$ cat config.mk
export PLATFORM = sky130hd
export DESIGN_NAME = zle_enc_flat
export DESIGN_NICKNAME = d
export VERILOG_FILES = /design/src/rtl/zle_pkg.sv /design/src/rtl/zle_enc_if.sv /design/src/rtl/zle_tok_slot.sv /design/src/rtl/zle_enc.sv /design/src/flat_wrapper.sv
export SDC_FILE = /design/constraint.sdc
export NUM_CORES = 1
export LEC_CHECK = 0
export CAP_MARGIN = 20
export CORE_ASPECT_RATIO = 1.1
export CORE_MARGIN = 5
export CORE_UTILIZATION = 48
export CTS_BUF_LIST = sky130_fd_sc_hd__clkbuf_2
export DETAILED_ROUTE_END_ITERATION = 8
export GPL_ROUTABILITY_DRIVEN = 0
export HOLD_SLACK_MARGIN = 0.03
export PLACE_DENSITY = 0.78
export SYNTH_ARGS = -nofsm -noshare
export SYNTH_HDL_FRONTEND = slang
export SYNTH_SLANG_ARGS = --single-unit
$ cat constraint.sdc
create_clock -name clock -period 1.8 [get_ports clock]
set_input_delay 0.18 -clock clock [delete_from_list [all_inputs] [get_ports clock]]
set_output_delay 0.18 -clock clock [all_outputs]
set_load 0.03 [all_outputs]
$ cat src/rtl/zle_pkg.sv
// Shared definitions for the zero run-length encoder and its future decoder.
// Holds the FSM state encoding, the token-type flags and the maximum run length helper.
package zle_pkg;

    typedef enum logic [1:0] {
        S_START = 2'd0,
        S_ZEROS = 2'd1,
        S_PEND  = 2'd2
    } state_t;

    localparam logic TOK_LIT = 1'b0;
    localparam logic TOK_RUN = 1'b1;

    function automatic int unsigned maxrun(input int unsigned cntw);
        return 32'd1 << cntw;
    endfunction

endpackage

$ cat src/rtl/zle_enc_if.sv
// Producer/consumer stream bundle of the zero run-length encoder (valid/busy handshake).
// The slave modport is the encoder's view; master is the producer/consumer side.
interface zle_enc_if #(parameter int W = 8) ();
    logic         i_v;
    logic         i_b;
    logic [W-1:0] i_d;
    logic         i_eos;
    logic         o_v;
    logic         o_b;
    logic [W-1:0] o_d;
    logic         o_z;
    logic         o_eos;

    modport slave  (input  i_v, i_d, i_eos, o_b,
                    output i_b, o_v, o_d, o_z, o_eos);
    modport master (output i_v, i_d, i_eos, o_b,
                    input  i_b, o_v, o_d, o_z, o_eos);
endinterface

$ cat src/rtl/zle_tok_slot.sv
// Single registered output token slot with valid/busy handshake.
// The slot is free when empty or when its token is being taken this cycle.
module zle_tok_slot #(
    parameter int W = 8
) (
    input  logic         clock,
    input  logic         reset,
    input  logic         load,
    input  logic [W-1:0] ld_d,
    input  logic         ld_z,
    input  logic         ld_eos,
    input  logic         o_b,
    output logic         o_v,
    output logic [W-1:0] o_d,
    output logic         o_z,
    output logic         o_eos,
    output logic         free
);

    logic         o_v_r;
    logic [W-1:0] o_d_r;
    logic         o_z_r;
    logic         o_eos_r;

    assign free  = ~o_v_r | ~o_b;
    assign o_v   = o_v_r;
    assign o_d   = o_d_r;
    assign o_z   = o_z_r;
    assign o_eos = o_eos_r;

    // Slot register: load a new token, drop an accepted one, otherwise hold stable.
    always_ff @(posedge clock or negedge reset) begin
        if (!reset) begin
            o_v_r   <= 1'b0;
            o_d_r   <= {W{1'b0}};
            o_z_r   <= 1'b0;
            o_eos_r <= 1'b0;
        end else if (load) begin
            o_v_r   <= 1'b1;
            o_d_r   <= ld_d;
            o_z_r   <= ld_z;
            o_eos_r <= ld_eos;
        end else if (free) begin
            o_v_r   <= 1'b0;
        end else begin
            o_v_r   <= o_v_r;
        end
    end

endmodule

$ cat src/rtl/zle_enc.sv
// Parametrised zero run-length encoder: literals pass through, zero runs collapse
// into run tokens of up to maxrun(CNTW) zeros, with end-of-stream flushing.
module zle_enc
    import zle_pkg::*;
#(
    parameter int W    = 8,
    parameter int CNTW = 4
) (
    input  logic          clock,
    input  logic          reset,
    zle_enc_if.slave      bus,
    output logic [1:0]    state_o
);

    localparam int unsigned MAXRUN = maxrun(CNTW);

    state_t            state_r, state_n;
    logic [CNTW-1:0]   cnt_r, cnt_n;
    logic [W-1:0]      pend_d_r, pend_d_n;
    logic              pend_eos_r, pend_eos_n;
    logic              load_s, ld_z_s, ld_eos_s, free_s, accept_s, word_zero_s, run_full_s;
    logic [W-1:0]      ld_d_s;

    assign bus.i_b     = (state_r == S_PEND) | (bus.o_v & bus.o_b);
    assign accept_s    = bus.i_v & ~bus.i_b;
    assign word_zero_s = (bus.i_d == {W{1'b0}});
    assign run_full_s  = (cnt_r == CNTW'(MAXRUN - 32'd1));
    assign state_o     = state_r;

    // State, run counter and pending-literal registers.
    always_ff @(posedge clock or negedge reset) begin
        if (!reset) begin
            state_r    <= S_START;
            cnt_r      <= {CNTW{1'b0}};
            pend_d_r   <= {W{1'b0}};
            pend_eos_r <= 1'b0;
        end else begin
            state_r    <= state_n;
            cnt_r      <= cnt_n;
            pend_d_r   <= pend_d_n;
            pend_eos_r <= pend_eos_n;
        end
    end

    // Next-state and token-load decisions; run tokens carry length minus one.
    always_comb begin
        state_n    = state_r;
        cnt_n      = cnt_r;
        pend_d_n   = pend_d_r;
        pend_eos_n = pend_eos_r;
        load_s     = 1'b0;
        ld_d_s     = {W{1'b0}};
        ld_z_s     = TOK_LIT;
        ld_eos_s   = 1'b0;
        case (state_r)
            S_START: begin
                if (accept_s) begin
                    if (!word_zero_s) begin
                        load_s   = 1'b1;
                        ld_d_s   = bus.i_d;
                        ld_eos_s = bus.i_eos;
                    end else if (bus.i_eos) begin
                        load_s   = 1'b1;
                        ld_z_s   = TOK_RUN;
                        ld_eos_s = 1'b1;
                    end else begin
                        cnt_n    = CNTW'(32'd1);
                        state_n  = S_ZEROS;
                    end
                end else begin
                    state_n = S_START;
                end
            end
            S_ZEROS: begin
                if (accept_s) begin
                    if (!word_zero_s) begin
                        load_s     = 1'b1;
                        ld_z_s     = TOK_RUN;
                        ld_d_s     = W'(cnt_r - CNTW'(32'd1));
                        pend_d_n   = bus.i_d;
                        pend_eos_n = bus.i_eos;
                        cnt_n      = {CNTW{1'b0}};
                        state_n    = S_PEND;
                    end else if (run_full_s || bus.i_eos) begin
                        load_s   = 1'b1;
                        ld_z_s   = TOK_RUN;
                        ld_d_s   = W'(cnt_r);
                        ld_eos_s = bus.i_eos;
                        cnt_n    = {CNTW{1'b0}};
                        state_n  = S_START;
                    end else begin
                        cnt_n = cnt_r + CNTW'(32'd1);
                    end
                end else begin
                    state_n = S_ZEROS;
                end
            end
            S_PEND: begin
                if (free_s) begin
                    load_s   = 1'b1;
                    ld_d_s   = pend_d_r;
                    ld_eos_s = pend_eos_r;
                    state_n  = S_START;
                end else begin
                    state_n = S_PEND;
                end
            end
            default: begin
                state_n = S_START;
                cnt_n   = {CNTW{1'b0}};
            end
        endcase
    end

    zle_tok_slot #(.W(W)) u_slot (
        .clock  (clock),
        .reset  (reset),
        .load   (load_s),
        .ld_d   (ld_d_s),
        .ld_z   (ld_z_s),
        .ld_eos (ld_eos_s),
        .o_b    (bus.o_b),
        .o_v    (bus.o_v),
        .o_d    (bus.o_d),
        .o_z    (bus.o_z),
        .o_eos  (bus.o_eos),
        .free   (free_s)
    );

endmodule

$ cat src/flat_wrapper.sv
// flat-port wrapper written by rule: the top's interface ports become plain ports
module zle_enc_flat import zle_pkg::*;
#(
    parameter int W    = 8,
    parameter int CNTW = 4
)
  (clock, reset, state_o, bus_i_v, bus_i_d, bus_i_eos, bus_o_b, bus_i_b, bus_o_v, bus_o_d, bus_o_z, bus_o_eos);
  zle_enc_if #(.W(W)) bus_i ();
  input  logic clock;
  input  logic reset;
  output logic [1:0] state_o;
  input wire logic [$bits(bus_i.i_v)-1:0] bus_i_v;
  input wire logic [$bits(bus_i.i_d)-1:0] bus_i_d;
  input wire logic [$bits(bus_i.i_eos)-1:0] bus_i_eos;
  input wire logic [$bits(bus_i.o_b)-1:0] bus_o_b;
  output wire logic [$bits(bus_i.i_b)-1:0] bus_i_b;
  output wire logic [$bits(bus_i.o_v)-1:0] bus_o_v;
  output wire logic [$bits(bus_i.o_d)-1:0] bus_o_d;
  output wire logic [$bits(bus_i.o_z)-1:0] bus_o_z;
  output wire logic [$bits(bus_i.o_eos)-1:0] bus_o_eos;
  assign bus_i.i_v = bus_i_v;
  assign bus_i.i_d = bus_i_d;
  assign bus_i.i_eos = bus_i_eos;
  assign bus_i.o_b = bus_o_b;
  assign bus_i_b = bus_i.i_b;
  assign bus_o_v = bus_i.o_v;
  assign bus_o_d = bus_i.o_d;
  assign bus_o_z = bus_i.o_z;
  assign bus_o_eos = bus_i.o_eos;
  zle_enc #(.W(W), .CNTW(CNTW)) u_core (.clock(clock), .reset(reset), .bus(bus_i), .state_o(state_o));
endmodule
# Word level (Yosys, flattened, before mapping)
# Cells that the tools add are included.
# totals
ff_bits,26
latch_bits,0
ram_bits,0
mem_bits_ro,0
wordCells,78
memories,0
# classes
n_addsub,2
n_mul,0
div_mod_pow,0
magnitude_cmp,0
eq_ne,10
n_shift,0
muxes,42
n_bitwise,9
reduce_logical,7
# ops
operator,count
8-bit 2-to-1 mux,5
4-bit 2-to-1 mux,7
8-bit case mux with 3 select lines,1
1-bit 2-to-1 mux,17
2-bit 2-to-1 mux,7
4-bit case mux with 3 select lines,1
8-bit logical NOT,1
2-bit by 1-bit inequality test with 1-bit output (second input constant),3
3-bit inequality test (second input constant),2
1-bit case mux with 3 select lines,2
2-bit case mux with 3 select lines,1
3-bit AND reduction,2
1-bit NOT,5
5-bit AND reduction,1
4-bit by 1-bit subtractor with 5-bit output (second input constant),1
4-bit by 1-bit adder with 4-bit output (second input constant),1
4-bit equality test (second input constant),1
4-bit inequality test (second input constant),1
1-bit bitwise AND,2
2-bit by 1-bit equality test with 1-bit output (second input constant),1
2-bit equality test (second input constant),1
2-bit logical NOT,1
2-bit inequality test (second input constant),1
1-bit bitwise OR,2
other kinds (3),3

# Logic depth before layout (Yosys ltp)
# Gate-level depths: netlist of the first run.
# depth
depth_word,7
depth_mapped,7

# Cells and area by module
# From an unflattened synthesis of the first run, not the netlist that was laid out.
# unflattened
cells_unflattened,154
area_unflattened_um2,1515.2
# by_module_without_submodules
mod,instances,cells_each,area_per_inst_um2,seq_area_each_um2
zle_enc,1,130,1069.8,375.4
zle_tok_slot,1,24,445.4,275.3

# Worst setup path before layout of the first run
# No wires, ideal clock.
# synth_timing
path_type,reg2reg
startpoint,"reg u_core.state_r[0], in the netlist u_core.state_o[0]"
endpoint,reg u_core.pend_d_r[0]
setup_ns,0.125
arrival_time_ns,1.745
slack_ns,-0.070
path_stages_with_launch,6
n_path_buf,2
cell_sequence,dfrtp_1 > buf_4 > inv_1 > a2111oi_4 > buf_2 > mux2_2
# synth_via
elab_chain_len,5
# synth_lines
item,line,rtl
"start, declared",zle_enc.sv:17,"state_t state_r, state_n;"
"start signal, assigned",zle_enc.sv:38,state_r <= state_n;
2-bit equality test,zle_enc.sv:24,assign bus.i_b = (state_r == S_PEND) | (bus.o_v & bus.o_b);
1-bit bitwise OR,zle_enc.sv:24,
1-bit NOT,zle_enc.sv:25,assign accept_s = bus.i_v & ~bus.i_b;
1-bit bitwise AND,zle_enc.sv:25,
3-bit AND reduction (no source line) *,n/a,
"end signal, assigned",zle_enc.sv:35,pend_d_r <= {W{1'b0}};
"end signal, assigned",zle_enc.sv:40,pend_d_r <= pend_d_n;
"end, declared",zle_enc.sv:19,"logic [W-1:0] pend_d_r, pend_d_n;"
# Every way passes the cells marked *; elsewhere a longest branch is shown, timed or not.
# A chain may end at the register's enable or synchronous reset.

# Worst setup path in the final report of the first run
# layout_timing
startpoint,"reg u_core.u_slot.o_v_r, in the netlist u_core.u_slot.o_v"
endpoint,reg u_core.pend_eos_r
# layout_via
elab_chain_len,5
# layout_lines
item,line,rtl
"start, declared",zle_tok_slot.sv:20,logic o_v_r;
"start signal, assigned",zle_tok_slot.sv:46,o_v_r <= o_v_r;
1-bit bitwise AND,zle_enc.sv:24,
1-bit bitwise OR,zle_enc.sv:24,
1-bit NOT,zle_enc.sv:25,
1-bit bitwise AND,zle_enc.sv:25,
3-bit AND reduction (no source line),n/a,
"end signal, assigned",zle_enc.sv:41,pend_eos_r <= pend_eos_n;
"end, declared",zle_enc.sv:20,"logic pend_eos_r, pend_eos_n;"
# Every way passes these cells.

==> flow_metrics.py, run 1 <==
metrics = {
    "route": {
        "drc": 0,
        "wl_per_cell_um": 16.9,
        "drt_iter0_markers": 86,
        "wirelength_mm": 3.74,
        "drt-pass1-iter-count": 5,
        "drtAntennaViolNets": 0,
        "via_per_inst": 6.08,
        "vias": 1343,
    },
    "placed_design": {
        "hpwl_mm": 2.76,
        "io_buffer_count": 26,
        "placed_cells": 215,
        "placed_area_mm2": 0.00191,
    },
    "clock_network": {
        "htreeDepth": 1,
        "cts-root-buf": "clkbuf_2",
        "hold_buffers": 0,
        "cts_made_buffers": 3,
        "cts_tree": "built",
        "clock_path_buffers": 2,
        "insertion_delay_ps": 340,
        "cts.sinks": 26,
        "clk_pin_slew_worst_paths_ps": 240,
    },
    "global_routing": {
        "grt.total_usage": 0.197,
        "overflow": 0,
        "antenna_found_initial": 0,
        "grt_max_degree": 27,
        "grt_first_pass_wirelength_mm": 6.15,
        "grt_pass1_vias": 1403,
    },
    "yosys": {
        "synth_cells": 128,
        "ys_seq_area_frac": 0.470,
        "synth-seq-cells": 26,
        "synthFlopType": "dfrtp_1",
        "syn_nets": 143,
        "async_reset_ff_frac": 1.00,
        "synthTopCellsByArea": "dfrtp_1 (47%), mux2_2 (7.3%), a222oi_1 (4.3%)",
        "synth_edf_count": 0,
        "yosysMostFrequentCell": "dfrtp_1",
        "synth_commonest_cells": "dfrtp_1 (26), nand2_1 (11), nor2_1 (10), mux2_2 (9)",
        "ys_warn_count": 0,
        "synth_top_cell_by_area": "dfrtp_1",
        "synth_top_area_frac": 0.470,
        "synth_area_mm2": 0.00139,
        "syn_avg_cell_area_um2": 10.8,
        "ys_types": 37,
    },
    "cells_and_area": {
        "layout-drive-gt1-share": 0.351,
        "final_nets": 204,
        "post-route-util": 0.729,
        "stdcell_count": 221,
        "n_antenna_cell": 0,
        "final_area_mm2": 0.00203,
        "area_growth_pct": 46.3,
    },
    "worst_setup_path": {
        "worst_setup_path_end_kind": "flip-flop",
        "critPathMaxFanout": 7,
        "critPathMaxStageDelay_ps": 460,
        "crit_required_ps": 2070,
        "cp_cell_sequence": "a21bo_4, buf_6, a2111oi_4, buf_4, mux2_2",
        "critPathBufInv": 2,
        "critPathLaunchType": "flip-flop",
        "worstPathArrival_ps": 2020,
        "crit_slowest_cell": "dfrtp_1",
        "cp_top_family": "compound AO/OA/AOI/OAI gates",
        "critical_path_class": "reg -> reg",
    },
    "pwr": {
        "p_total_mw": 1.26,
        "vdd_drop_max_uv": 601,
        "pwr_density_cell_mw_per_mm2": 622,
        "p_leak_nw": 0.919,
    },
    "min_path": {
        "hp-class": "in -> async",
    },
    "floorplan": {
        "rows": 20,
        "io-pin-count": 27,
        "die_h_um": 66.3,
        "initial_core_util": 0.499,
        "die-area_mm2": 0.00406,
        "core_mm2": 0.00278,
        "die_w_um": 61.2,
    },
    "flow_run": {
        "maxCapViolCount": 0,
    },
    "sta": {
        "final_hold_viol_count": 0,
        "rsz0062_at_grt": "yes",
        "fin_setup_tns_ps": 0,
        "finalSetupViolCount": 0,
        "final.setup_skew_ps": 2.84,
        "drv_slew": 0,
        "tightest_slew_ps": 377,
        "fmax_ghz": 0.569,
        "period_needed_ps": 1760,
        "relSlewSlack": 0.747,
        "period_share": 0.976,
    },
    "status": {
        "status": "finished clean",
    },
}
==> timing repair <==
action / in CTS / in global routing
pin swaps: 0 / 2
resized for setup: 3 / 23
setup endpoints to repair: 4 / 21
gates cloned: 0 / 1
setup buffers: 0 / 1
==> power by group <==
group          leakage (nW)  internal, mW  switching, mW  total, mW
Combinational         0.584         0.181          0.198      0.379
Sequential            0.321         0.633         0.0291      0.662
Clock                0.0140        0.0483          0.170      0.218
==> cell families (layout without fill, tap and decap cells) <==
family	Yosys count	count (layout)	synth area share
buf+inv	12	72	0.0388
fa+ha+maj	2	2	0.0181
mux	10	10	0.0804
flops	26	26	0.470
compound gates	36	36	0.225
simple gates	42	42	0.168
==> layout by cell type, fill, tap and decap left out, types with 2 or more instances in the layout <==
cell / netlist / layout
clkbuf_2: 0 / 4
o21ai_0: 2 / 2
mux2_4: 0 / 5
dfrtp_2: 0 / 2
a221o_1: 4 / 4
mux2_2: 9 / 4
buf_6: 0 / 2
a21oi_1: 4 / 3
nor4_4: 2 / 2
inv_1: 7 / 7
nand3_2: 1 / 2
buf_4: 1 / 33
dfrtp_1: 26 / 24
nand2_1: 11 / 11
nand3_1: 5 / 4
a22oi_1: 2 / 2
a31oi_1: 3 / 2
nor2_1: 10 / 10
nor3_2: 0 / 3
clkdlybuf4s50_1: 0 / 23
dlymetal6s2s_1: 0 / 2
a21boi_0: 3 / 3
nor3_1: 7 / 3
a22o_1: 2 / 2
a222oi_1: 6 / 6
==> metrics by stage <==
stage / hold slack [ps] / worst slack [ps]
2_1_floorplan: -116 / 7.99
3_3_place_gp: 489 / -253
3_5_place_dp: 496 / -287
4_1_cts: 146 / 3.62
5_1_grt: 121 / -60.1
6_report: 153 / 42.4
==> registers in the layout (all words and copies together), names as in the netlist <==
register             cells
u_core.pend_d_r          8
u_core.u_slot.o_d        8
u_core.cnt_r             4
u_core.state_o           2
u_core.pend_eos_r        1
u_core.u_slot.o_eos      1
u_core.u_slot.o_v        1
u_core.u_slot.o_z        1
==> worst register-to-register path, delay by kind of cell, from the launching register on <==
kind | cells | cell delay [ps]
DFF | 1 | 460
buffers and inverters | 2 | 360
AOI/OAI and AO/OA | 2 | 520
muxes | 1 | 350
==> worst paths after layout <==
path | startpoint | to | slack, ps | cells past startpoint
min in group clock | u_core.pend_d_r[7]$_DFFE_PN0P_ | u_core.pend_d_r[7]$_DFFE_PN0P_ | 540 | 1
min reg2reg | u_core.pend_d_r[7]$_DFFE_PN0P_ | u_core.pend_d_r[7]$_DFFE_PN0P_ | 540 | 1
min | reset | u_core.u_slot.o_z$_DFFE_PN0P_ | 150 | 2
max in group asynchronous | reset | u_core.state_o[1]$_DFFE_PN0P_ | 1390 | 2
max reg2reg | u_core.u_slot.o_v$_DFFE_PN0P_ | u_core.pend_eos_r$_DFFE_PN0P_ | 40 | 5
max | u_core.u_slot.o_v$_DFFE_PN0P_ | u_core.pend_eos_r$_DFFE_PN0P_ | 40 | 5
==> final cells by class <==
class | instances | area, µm²
clock inverter | 1 | 3.75
clock buffer | 3 | 15.0
tap | 33 | 41.3
timing repair buffer | 61 | 531
fill | 195 | 752
inverter | 7 | 26.3
multi-input combinational | 90 | 756
sequential | 26 | 653
==> routing by layer <==
layer | track usage | wire, µm | part of all wire | vias to the layer above
met5 | 0 | 0 | 0 | -
met4 | 0.0813 | 38 | 0.010 | 0
met3 | 0.0332 | 198 | 0.053 | 4
met2 | 0.339 | 1970 | 0.53 | 48
met1 | 0.235 | 1530 | 0.41 | 676
li1 | - | - | - | 615
Note: power is estimated with default switching activity, not from simulation.
==> inputs of run 2 (changes only) <==
--- a/config.mk
+++ b/config.mk
@@ -13,6 +13,7 @@
 export DETAILED_ROUTE_END_ITERATION = 8
 export GPL_ROUTABILITY_DRIVEN = 0
 export HOLD_SLACK_MARGIN = 0.03
+export MAX_ROUTING_LAYER = met4
 export PLACE_DENSITY = 0.78
 export SYNTH_ARGS = -nofsm -noshare
 export SYNTH_HDL_FRONTEND = slang
==> constraint.sdc (replaced) <==
create_clock -name clock -period 1.8 [get_ports clock]
set_input_delay 0.18 -clock clock [delete_from_list [all_inputs] [get_ports clock]]
set_output_delay 0.18 -clock clock [all_outputs]
set_load 0.005 [all_outputs]
==> run 2 against run 1 <==
Compared with the run above:
- routed wire length grew 11%
- global-route usage grew 2.1 points
- final area grew 2.3%
- clock skew is essentially flat
==> flow_metrics.py, run 2 (synthesized netlist as in run 1, its figures left out) <==
metrics = {
    "status": {
        "status": "finished clean",
    },
    "clock_network": {
        "cts.sinks": 26,
        "htreeDepth": 1,
        "insertion_delay_ps": 340,
        "cts_made_buffers": 3,
        "clock_path_buffers": 2,
        "hold_buffers": 0,
        "cts-root-buf": "clkbuf_2",
        "clk_pin_slew_worst_paths_ps": 240,
        "cts_tree": "built",
    },
    "sta": {
        "final.setup_skew_ps": 2.63,
        "rsz0062_at_grt": "yes",
        "relSlewSlack": 0.733,
        "period_needed_ps": 1770,
        "final_hold_viol_count": 0,
        "tightest_slew_ps": 398,
        "finalSetupViolCount": 0,
        "drv_slew": 0,
        "period_share": 0.986,
        "fmax_ghz": 0.563,
    },
    "floorplan": {
        "initial_core_util": 0.499,
        "core_mm2": 0.00278,
        "die-area_mm2": 0.00406,
        "die_w_um": 61.2,
        "die_h_um": 66.3,
        "io-pin-count": 27,
        "rows": 20,
    },
    "route": {
        "wl_per_cell_um": 18.5,
        "via_per_inst": 6.12,
        "wirelength_mm": 4.16,
        "vias": 1376,
        "drc": 0,
        "drt-pass1-iter-count": 4,
        "drtAntennaViolNets": 0,
        "drt_iter0_markers": 81,
    },
    "pwr": {
        "p_leak_nw": 0.922,
        "vdd_drop_max_uv": 487,
        "pwr_density_cell_mw_per_mm2": 582,
    },
    "cells_and_area": {
        "final_cell_mix": "buf_4 (37), clkdlybuf4s50_1 (25), dfrtp_1 (24), nand2_1 (10)",
        "final_area_mm2": 0.00207,
        "final_nets": 208,
        "final_common_cell": "buf_4",
        "area_growth_pct": 49.7,
        "n_antenna_cell": 0,
        "post-route-util": 0.746,
        "layout-drive-gt1-share": 0.370,
    },
    "worst_setup_path": {
        "worst_setup_path_end_kind": "flip-flop",
        "critPathLaunchType": "input pin",
        "cp_cell_sequence": "clkdlybuf4s50_1, nor4_4, buf_4, nand3_1, a221o_1, nor2_1, a31oi_1",
        "critPathMaxStageDelay_ps": 480,
        "crit_required_ps": 2060,
        "crit_slowest_cell": "a221o_1",
        "worstPathArrival_ps": 2030,
        "r2r_slack_ps": 50,
        "critical_path_class": "in -> reg",
        "critPathMaxFanout": 6,
    },
    "global_routing": {
        "grt_max_degree": 27,
        "grt_first_pass_wirelength_mm": 6.51,
        "overflow": 0,
        "grt.total_usage": 0.217,
        "antenna_found_initial": 0,
        "grt_pass1_vias": 1424,
    },
    "placed_design": {
        "placed_area_mm2": 0.00191,
        "io_buffer_count": 26,
        "hpwl_mm": 2.97,
    },
    "flow_run": {
        "maxCapViolCount": 0,
    },
    "min_path": {
        "hp-class": "in -> async",
    },
}
## run 2: cell count changes in the layout (fill, tap and decap cells not counted), moves of 2 or more
cell / before / now
mux2_4: 5 / 0
mux2_2: 4 / 9
buf_4: 33 / 37
clkdlybuf4s50_1: 23 / 25
## run 2: final cells by class
class	count	area (µm²)
clock buffer	3	15.0
clock inverter	1	3.75
fill	199	704
inverter	7	26.3
multi-input combinational	90	771
sequential	26	653
tap	33	41.3
timing repair buffer	65	563
## run 2: worst max-delay path, delay by kind of cell
kind	cells	cell delay, ps
AOI/OAI and AO/OA	2	530
buffers and inverters	2	660
and+or+nand+nor	3	650
## run 2: through the flow
step	setup TNS (ps)	std cells	hold slack, ps	worst slack (ps)	power, mW
after detailed placement	-5370	215	499	-298	0.967
final	0	225	144	25.0	1.21
after global placement	-4420	215	491	-241	0.955
after CTS	0	219	150	26.0	1.19
after global routing	-420	225	127	-79.1	1.28
after floorplan	0	128	-116	63.2	0.766
## run 2: worst paths after layout
kind / from / end / cells past startpoint
max: bus_i_d[1] / u_core.u_slot.o_d[0]$_DFFE_PN0P_ / 7
min: reset / u_core.u_slot.o_z$_DFFE_PN0P_ / 2
max reg2reg: u_core.state_o[1]$_DFFE_PN0P_ / u_core.pend_eos_r$_DFFE_PN0P_ / 4
min reg2reg: u_core.pend_d_r[5]$_DFFE_PN0P_ / u_core.pend_d_r[5]$_DFFE_PN0P_ / 1
max in group asynchronous: reset / u_core.state_o[1]$_DFFE_PN0P_ / 2
min in group clock: u_core.pend_d_r[5]$_DFFE_PN0P_ / u_core.pend_d_r[5]$_DFFE_PN0P_ / 1
## run 2: per-layer routing
layer / share of wire / global-route usage
met1: 0.37 / 0.253
met5: 0 / -
met3: 0.045 / 0.0254
met4: 0.021 / 0.0759
met2: 0.56 / 0.378
## run 2: repair_timing
action / in CTS / in global routing
gates cloned: 0 / 0
setup endpoints to repair: 9 / 17
resized for setup: 5 / 17
setup buffers: 0 / 6
pin swaps: 1 / 10
## run 2: report_power, final
part	internal [mW]	switching [mW]
Sequential	0.633	0.0293
Combinational	0.188	0.136
Clock	0.0483	0.173
Total	0.869	0.338
==> inputs of run 3 (changes only) <==
--- a/config.mk
+++ b/config.mk
@@ -14,7 +14,7 @@
 export GPL_ROUTABILITY_DRIVEN = 0
 export HOLD_SLACK_MARGIN = 0.03
 export MAX_ROUTING_LAYER = met4
-export PLACE_DENSITY = 0.78
+export PLACE_DENSITY_LB_ADDON = 0.08
 export SYNTH_ARGS = -nofsm -noshare
 export SYNTH_HDL_FRONTEND = slang
 export SYNTH_SLANG_ARGS = --single-unit
==> run 3 against run 2 <==
Compared with the run above:
- first-iteration DRC count is 16% higher
- sequential cell count unchanged
- sequential power about the same
- critical endpoint is now u_core.pend_d_r[0]$_DFFE_PN0P_
- utilization shrank 1.4 points
- count of clock-buffer cells in the layout unchanged
- register-to-register slack is essentially flat
- critical path type is now reg -> reg
==> flow_metrics.py, run 3 (synthesized netlist as in run 1, its figures left out) <==
metrics = {
    "flow_run": {
        "maxCapViolCount": 0,
    },
    "sta": {
        "worst_slack_ps": 58.8,
        "tightest_slew_ps": 384,
        "period_share": 0.967,
        "fmax_ghz": 0.574,
        "period_needed_ps": 1740,
        "drv_slew": 0,
        "final_hold_viol_count": 0,
        "final.setup_skew_ps": 12.5,
        "rsz0062_at_grt": "yes",
        "hold_ws_ps": 145,
        "finalSetupViolCount": 0,
        "relSlewSlack": 0.737,
    },
    "global_routing": {
        "grt_max_degree": 27,
        "overflow": 0,
        "grt_pass1_vias": 1354,
        "grt_first_pass_wirelength_mm": 6.07,
        "grt.total_usage": 0.203,
        "antenna_found_initial": 0,
    },
    "pwr": {
        "switching_share": 0.278,
        "internal_power_uw": 862,
        "pwr_density_cell_mw_per_mm2": 586,
        "pwr-share-seq": 0.554,
        "p_switching_uw": 331,
        "clkPwrFrac": 0.190,
        "p_leak_nw": 0.903,
        "pwr-share-comb": 0.256,
        "vdd_drop_max_uv": 449,
    },
    "route": {
        "via_per_inst": 5.91,
        "wirelength_mm": 3.61,
        "vias": 1319,
        "drc": 0,
        "drt-pass1-iter-count": 4,
        "drt_iter0_markers": 94,
        "drtAntennaViolNets": 0,
        "wl_per_cell_um": 16.2,
    },
    "worst_setup_path": {
        "critPathMaxFanout": 10,
        "critical_path_class": "reg -> reg",
        "worstPathArrival_ps": 2020,
        "worst_setup_path_end_kind": "flip-flop",
        "critPathLaunchType": "flip-flop",
        "crit_required_ps": 2080,
    },
    "cells_and_area": {
        "n_antenna_cell": 0,
        "nFillCells": 226,
        "post-route-util": 0.732,
        "area_growth_pct": 46.9,
        "final_nets": 206,
        "layout-drive-gt1-share": 0.342,
        "final_common_cell": "buf_4",
        "stdcell_count": 223,
        "final_cell_mix": "buf_4 (35), clkdlybuf4s50_1 (26), dfrtp_1 (25), nand2_1 (11), nor2_1 (10)",
    },
    "floorplan": {
        "rows": 20,
        "core_mm2": 0.00278,
        "io-pin-count": 27,
        "die-area_mm2": 0.00406,
        "die_w_um": 61.2,
        "die_h_um": 66.3,
        "initial_core_util": 0.499,
    },
    "min_path": {
        "hp-class": "in -> async",
    },
    "placed_design": {
        "placed_cells": 219,
        "pre_cts_ws_ps": -326,
        "io_buffer_count": 26,
        "hpwl_mm": 2.80,
    },
    "clock_network": {
        "cts_made_buffers": 3,
        "insertion_delay_ps": 360,
        "cts_tree": "built",
        "hold_buffers": 0,
        "clk_pin_slew_worst_paths_ps": 250,
        "htreeDepth": 1,
        "cts-root-buf": "clkbuf_2",
        "clock_path_buffers": 2,
        "cts.sinks": 26,
    },
    "status": {
        "status": "finished clean",
    },
}
==> run 3: worst paths after layout <==
path | startpoint | endpoint | slack, ps | cells past startpoint
min in group clock | bus_i_d[7] | u_core.u_slot.o_d[7]$_DFFE_PN0P_ | 520 | 3
min reg2reg | u_core.pend_d_r[3]$_DFFE_PN0P_ | u_core.pend_d_r[3]$_DFFE_PN0P_ | 550 | 1
max | u_core.u_slot.o_v$_DFFE_PN0P_ | u_core.pend_d_r[0]$_DFFE_PN0P_ | 60 | 5
min | reset | u_core.u_slot.o_v$_DFFE_PN0P_ | 150 | 2
max reg2reg | u_core.u_slot.o_v$_DFFE_PN0P_ | u_core.pend_d_r[0]$_DFFE_PN0P_ | 60 | 5
max in group asynchronous | reset | u_core.pend_d_r[3]$_DFFE_PN0P_ | 1390 | 2
==> run 3: power groups by stage <==
stage	clock network (mW)	logic (mW)	registers, mW
floorplan	0	0.0935	0.672
global placement	0	0.293	0.667
detailed placement	0	0.298	0.670
CTS	0.232	0.301	0.660
global route	0.258	0.332	0.668
finish	0.227	0.305	0.661
==> run 3: area by class of cell <==
cell class	instances	area (µm²)	area share
flip-flops and latches	26	652	0.320
clock buffers	3	15.0	0.00738
repair buffers	63	554	0.272
well taps	33	41.3	0.0203
clock inverters	1	3.75	0.00185
inverters	7	26.3	0.0129
multi-input cells	90	742	0.365
==> run 3: timing repair <==
item | in CTS | in global routing
pin swaps | 0 | 2
buffers inserted | 0 | 0
gates resized for setup | 1 | 11
cloned | 0 | 0
endpoints found under the setup margin | 4 | 14
==> run 3: critical path, cell delays in order (launching register included) <==
cell       delay (ps)
dfrtp_1           450
a21bo_2           280
buf_12            140
a2111oi_4         250
buf_6             200
mux2_2            340
==> run 3: metal layers <==
| metal | track usage | part of all wire | vias to the layer above | routed length (µm) |
|---|---|---|---|---|
| li1 | - | - | 621 | - |
| met1 | 0.259 | 0.44 | 647 | 1580 |
| met2 | 0.324 | 0.49 | 42 | 1760 |
| met3 | 0.0273 | 0.051 | 9 | 186 |
| met4 | 0.0759 | 0.025 | 0 | 90 |
| met5 | - | 0 | - | 0 |
==> run 3: metrics by stage <==
step	setup TNS, ps	area (µm²)	total power [mW]
global placement	-4220	1950	0.960
floorplan	0	1390	0.766
detailed placement	-5120	1950	0.968
global route	-86.4	2030	1.26
finish	0	2030	1.19
CTS	0	1970	1.19
